==> src/rtl/lsu_ctrl.sv <==
// Load/store unit controller: one request at a time, drives a byte-addressed big-endian data memory.
// Optional macro LSU_MISALIGN_TRAP_EN: trap misaligned halfword/word accesses instead of masking low ea bits.
module lsu_ctrl #(
    parameter logic [31:0] BASE_ADDR = 32'h10010000,
    parameter int unsigned MEM_BYTES = 1024
) (
    input  logic        clk,
    input  logic        rst,
    input  logic        req_valid,
    output logic        req_ready,
    input  logic [2:0]  req_op,
    input  logic [31:0] req_base,
    input  logic [15:0] req_offset,
    input  logic [31:0] req_wdata,
    output logic        resp_valid,
    input  logic        resp_ready,
    output logic [31:0] resp_data,
    output logic        resp_err,
    output logic [31:0] resp_badaddr,
    output logic        mem_wena,
    output logic [31:0] mem_raddr,
    output logic [31:0] mem_waddr,
    output logic [31:0] mem_wdata,
    output logic [2:0]  mem_choose,
    input  logic [31:0] mem_rdata
);
    localparam int unsigned DW = 32;
    localparam logic [2:0]  OP_LW = 3'd4;

    typedef enum logic [1:0] {
        IDLE = 2'd0,
        MEM  = 2'd1,
        RESP = 2'd2
    } state_t;

    state_t        state, state_nxt;
    logic [2:0]    op_q;
    logic [DW-1:0] ea_q;

    logic [2:0]    size_c;
    logic [DW-1:0] ea_raw_c;
    logic [DW-1:0] ea_c;
    logic [DW-1:0] rel_c;
    logic          range_ok_c;
    logic          align_err_c;
    logic          err_c;
    logic          accept_c;

    // Access size in bytes from the request op
    always_comb begin
        size_c = 3'd4;
        case (req_op)
            3'd0, 3'd1, 3'd5: size_c = 3'd1;
            3'd2, 3'd3, 3'd7: size_c = 3'd2;
            default:          size_c = 3'd4;
        endcase
    end

    assign ea_raw_c = req_base + {{16{req_offset[15]}}, req_offset};

`ifdef LSU_MISALIGN_TRAP_EN
    assign ea_c        = ea_raw_c;
    assign align_err_c = ((size_c == 3'd2) && ea_raw_c[0]) ||
                         ((size_c == 3'd4) && (ea_raw_c[1:0] != 2'b00));
`else
    always_comb begin
        ea_c = ea_raw_c;
        if (size_c == 3'd2) begin
            ea_c[0] = 1'b0;
        end else if (size_c == 3'd4) begin
            ea_c[1:0] = 2'b00;
        end
    end
    assign align_err_c = 1'b0;
`endif

    // Below-base addresses wrap to a huge offset; the 33-bit sum cannot overflow
    assign rel_c      = ea_c - BASE_ADDR;
    assign range_ok_c = (33'(rel_c) + 33'(size_c)) <= 33'(MEM_BYTES);
    assign err_c      = !range_ok_c || align_err_c;
    assign accept_c   = (state == IDLE) && req_valid;

    always_ff @(posedge clk or posedge rst) begin
        if (rst) begin
            state <= IDLE;
        end else begin
            state <= state_nxt;
        end
    end

    // Next state plus memory-side decode; all memory strobes derive from state only
    always_comb begin
        state_nxt  = state;
        req_ready  = 1'b0;
        resp_valid = 1'b0;
        mem_wena   = 1'b0;
        mem_choose = OP_LW;
        mem_raddr  = BASE_ADDR;
        mem_waddr  = BASE_ADDR;
        unique case (state)
            IDLE: begin
                req_ready = 1'b1;
                if (req_valid) begin
                    state_nxt = err_c ? RESP : MEM;
                end
            end
            MEM: begin
                mem_wena   = (op_q >= 3'd5);
                mem_choose = op_q;
                mem_raddr  = ea_q;
                mem_waddr  = ea_q;
                state_nxt  = RESP;
            end
            RESP: begin
                resp_valid = 1'b1;
                if (resp_ready) begin
                    state_nxt = IDLE;
                end
            end
            default: state_nxt = IDLE;
        endcase
    end

    always_ff @(posedge clk or posedge rst) begin
        if (rst) begin
            op_q         <= OP_LW;
            ea_q         <= BASE_ADDR;
            mem_wdata    <= '0;
            resp_data    <= '0;
            resp_err     <= 1'b0;
            resp_badaddr <= '0;
        end else begin
            if (accept_c) begin
                op_q         <= req_op;
                ea_q         <= ea_c;
                mem_wdata    <= req_wdata;
                resp_data    <= '0;
                resp_err     <= err_c;
                resp_badaddr <= err_c ? ea_c : '0;
            end
            if (state == MEM) begin
                resp_data <= (op_q <= OP_LW) ? mem_rdata : '0;
            end
        end
    end

endmodule
==> config.mk <==
export PLATFORM = sky130hd
export DESIGN_NAME = lsu_ctrl
export DESIGN_NICKNAME = d
export VERILOG_FILES = /design/src/rtl/lsu_ctrl.sv
export SDC_FILE = /design/constraint.sdc
export NUM_CORES = 1
export LEC_CHECK = 0
export ABC_CLOCK_PERIOD_IN_PS = 4400
export CORE_MARGIN = 3
export CORE_UTILIZATION = 43
export DETAILED_ROUTE_END_ITERATION = 6
export GPL_ROUTABILITY_DRIVEN = 0
export PLACE_DENSITY = 0.83
export SYNTH_ARGS = -nofsm -noshare
export SYNTH_HDL_FRONTEND = slang
export SYNTH_SLANG_ARGS = --single-unit
export TNS_END_PERCENT = 100
==> constraint.sdc <==
create_clock -name clk -period 4.4 [get_ports clk]
set_input_delay 0.88 -clock clk [delete_from_list [all_inputs] [get_ports clk]]
set_output_delay 0.88 -clock clk [all_outputs]
set_load 0.005 [all_outputs]
==> reports/summary.json <==
{
  "layout.filler_cells": 1479,
  "dp_slack_ns": -1.45,
  "antenna_cells_inserted": 0,
  "cts_tree": "built",
  "critical_path_arrival_ns": 5.21,
  "outcome": "finished with violations",
  "cp_slowest_cell": "sky130_fd_sc_hd__fa_2",
  "synth.top_cells.by_area": "sky130_fd_sc_hd__dfrtp_1 36%, sky130_fd_sc_hd__nand2_1 9.4%, sky130_fd_sc_hd__ha_1 4.8%",
  "grt_use_total_pct": 26.4,
  "static-leakage-power_uw": 0.00663,
  "fp.dieW_um": 151,
  "port-buffer-count": 285,
  "synth-warning-count": 0,
  "pin_count": 286,
  "synth_sequential_area_ratio_pct": 37.0,
  "p_total_uw": 5030,
  "area_growth_pct": 63.8,
  "place_area_sq_um": 13600,
  "synth.lib_cells_used.distinct": 85,
  "synth_top_cell_area_share_pct": 36.1,
  "clock_transition_time_at_the_flip_flop_clock_pins_of_the_worst_setup_and_hold_paths_ns": 0.07,
  "initial_core_util_pct": 44.3,
  "fp.dieArea_sq_um": 22900,
  "critical_path_peak_fanout": 15,
  "h-tree-depth": 4,
  "max_cap_violations": 0,
  "routed-wl-met2_mm": 16.2,
  "worstPathCellList": "buf_6, ha_4, fa_2, a211oi_2, or3_4, a211oi_4, or3_4, and2_4, inv_4, ha_4, a21boi_4, buf_4, xnor2_1, a22oi_2, a2111oi_4, a31oi_2, o41ai_4, o2111ai_2, nor4_4, buf_12, o31ai_1",
  "grt.overflow.total": 0,
  "die_h_um": 151,
  "grt_pass1_wl_mm": 48.1,
  "critPathMaxStageDelay_ns": 0.40,
  "final_max_slew_viol_count": 0,
  "worst_slack_ns": -0.564,
  "synth_adder_area_share_pct": 5.27,
  "wl_met1_mm": 12.0,
  "synthesis.instances": 1038,
  "synth_compound_area_share_pct": 23.6,
  "synth-edff-count": 0,
  "synth_top_family_by_area": "compound AO/OA/AOI/OAI gates",
  "core-area_sq_um": 20500,
  "setup.worst_path.start_class": "input port",
  "dp_hpwl_mm": 24.2,
  "number_of_global_route_vias_before_repair": 9697,
  "final.period_utilization_pct": 113,
  "period_minus_slack_ns": 4.96,
  "core.rowCount": 52,
  "hold_viol_final": 0,
  "cts-buffers-inserted": 17,
  "route.detailed.drc": 0,
  "stdcell_area_sq_um": 14900,
  "vdd.ir_drop.worst_mv": 0.249,
  "async_flop_share_pct": 100,
  "power-per-cell-area_nw_per_um2": 338,
  "clockRootBuffer": "sky130_fd_sc_hd__clkbuf_16",
  "route.detailed.wl_per_inst_um": 17.7,
  "maximum_buffer_depth_of_the_clock_tree": 2,
  "maxUsedRoutingLayer": "met4",
  "clkSinkCount": 134,
  "wl_mm": 31.7,
  "clock-skew-final_ns": 0.0111,
  "slew_margin_rel_pct": 29.4,
  "synth_xor_area_share_pct": 3.88,
  "vias_per_cell": 5.45,
  "synthesis.area_sq_um": 9070,
  "ys_dominant_reg_cell": "sky130_fd_sc_hd__dfrtp_1",
  "synth.net_count": 1194,
  "grt_max_degree": 111,
  "fmaxAchievable_mhz": 201,
  "category_of_cells_accounting_for_the_largest_share_of_critical_path_delay": "compound AO/OA/AOI/OAI gates",
  "timing_worst_slew_pin_value_ns": 1.06,
  "avgSynthCellArea_sq_um": 8.74,
  "grt_setup_unrepaired": "yes",
  "cp_num_buf_inv": 4,
  "synth_largest_area_cell": "sky130_fd_sc_hd__dfrtp_1",
  "clock_insertion_delay_worst_skew_ns": 0.41,
  "nNetsFinal": 1664,
  "cts-hold-fix-buffers": 0,
  "synth.most_common_cell": "sky130_fd_sc_hd__nand2_1",
  "detailedRoute.firstPassIterationCount": 5,
  "cp-end-kind": "register",
  "synthSimpleGateAreaFrac_pct": 23.0,
  "synth_seq_cells": 134,
  "finalSetupViolCount": 24,
  "detailroute.wirelength.met3_mm": 2.41,
  "violations": "setup timing",
  "route.vias.total": 9754,
  "crit_required_ns": 4.65,
  "detail-route-antenna-nets": 0,
  "hp-class": "reg -> reg",
  "most_common_library_cells_after_synthesis": "226 x sky130_fd_sc_hd__nand2_1, 131 x sky130_fd_sc_hd__dfrtp_1, 50 x sky130_fd_sc_hd__o21ai_0, 49 x sky130_fd_sc_hd__and2_1, 46 x sky130_fd_sc_hd__nor2_1",
  "synth_mux_area_share_pct": 0.800,
  "drive_gt1_share_pct": 27.7,
  "drt_iter0_markers": 560,
  "grt_antenna_before_repair": 0,
  "crit_type": "in -> reg"
}
[worst paths after layout]
kind	start	depth (start not counted)	endpoint	slack [ns]
hold / removal	ea_q[28]	2	ea_q[28]	0.45
setup reg to reg	state[1]	5	mem_wdata[13]	2.33
min in group asynchronous	rst	2	resp_data[9]	1.05
hold reg to reg	ea_q[28]	2	ea_q[28]	0.45
setup / recovery	req_offset[0]	21	resp_badaddr[1]	-0.56
max in group asynchronous	rst	3	op_q[2]	2.56
[where the power goes]
| part | switching, uW | internal, uW | total, uW |
|---|---|---|---|
| combinational | 976 | 1080 | 2050 |
| clock | 580 | 804 | 1380 |
| sequential | 123 | 1470 | 1590 |
| total | 1680 | 3350 | 5030 |
[through the flow]
| step | utilization [%] | instances | TNS [ns] | hold WS, ns |
|---|---|---|---|---|
| 2_1_floorplan | - | 1038 | -18.15 | 0.436 |
| 3_3_place_gp | 66.2 | 1731 | -29.56 | 0.448 |
| 5_1_grt | 72.5 | 1791 | -17.14 | 0.486 |
| 3_5_place_dp | 66.2 | 1731 | -33.46 | 0.447 |
| 4_1_cts | 71.9 | 1785 | -8.31 | 0.457 |
| 6_report | 72.5 | 1791 | -12.50 | 0.454 |
[flip-flops by register name, summed over array words and instances (netlist names)]
| register | flops |
|---|---|
| op_q | 3 |
| ea_q | 32 |
| resp_badaddr | 32 |
| state | 2 |
| resp_data | 32 |
| resp_err | 1 |
| mem_wdata | 32 |
[layer usage]
layer | global-route usage (%) | vias to the layer above
met5 | 0 | -
met4 | 10.1 | 0
met3 | 5.33 | 86
met2 | 48.0 | 417
met1 | 30.3 | 4585
li1 | - | 4666
[cell families (layout without fill, tap and decap cells)]
| group | after synthesis | in the layout |
|---|---|---|
| fa+ha+maj | 37 | 37 |
| simple gates | 437 | 437 |
| buf+inv | 105 | 588 |
| xor+xnor | 37 | 37 |
| compound gates | 281 | 281 |
| mux | 7 | 7 |
| flops | 134 | 134 |
[layout make-up]
cell class                      instances  area, sq um  share of cell area, %
Timing Repair Buffer                  537         4780                   32.2
Clock buffer                           17          425                   2.86
Tap cell                              270          338                   2.27
Inverter                               19         77.6                  0.522
Clock inverter                         15          159                   1.07
Sequential cell                       134         3360                   22.6
Multi-Input combinational cell        799         5720                   38.5
[cells in the final DEF, fill, tap and decap left out, drive strengths merged, types with 10 or more instances in the layout]
cell	count
clkdlybuf4s50	257
buf	254
nand2	226
dfrtp	131
o21ai	70
and2	49
nor2	46
a22o	37
a21oi	36
ha	35
inv	28
nand4	23
xnor2	23
clkbuf	20
nor3	19
o21a	15
a21o	14
dlygate4sd2	14
o31ai	14
nand3	13
xor2	12
nand2b	10
a22oi	10
a211oi	10
[worst reg2reg max path, stage by stage, from the launching register on]
cell                      delay (ns)
sky130_fd_sc_hd__dfrtp_1        0.46
sky130_fd_sc_hd__nor2_1         0.25
sky130_fd_sc_hd__nand2_4        0.58
sky130_fd_sc_hd__buf_4          0.49
sky130_fd_sc_hd__nand2_1        0.12
sky130_fd_sc_hd__nand2_1        0.06
[repair_timing]
action	in CTS	in global routing
buffers inserted	22	6
pin swaps	33	5
gates cloned	0	0
setup endpoints to repair	24	24
resized for setup	117	20
endpoints found under the hold margin	0	0
Note: power is estimated with default switching activity, not from simulation.
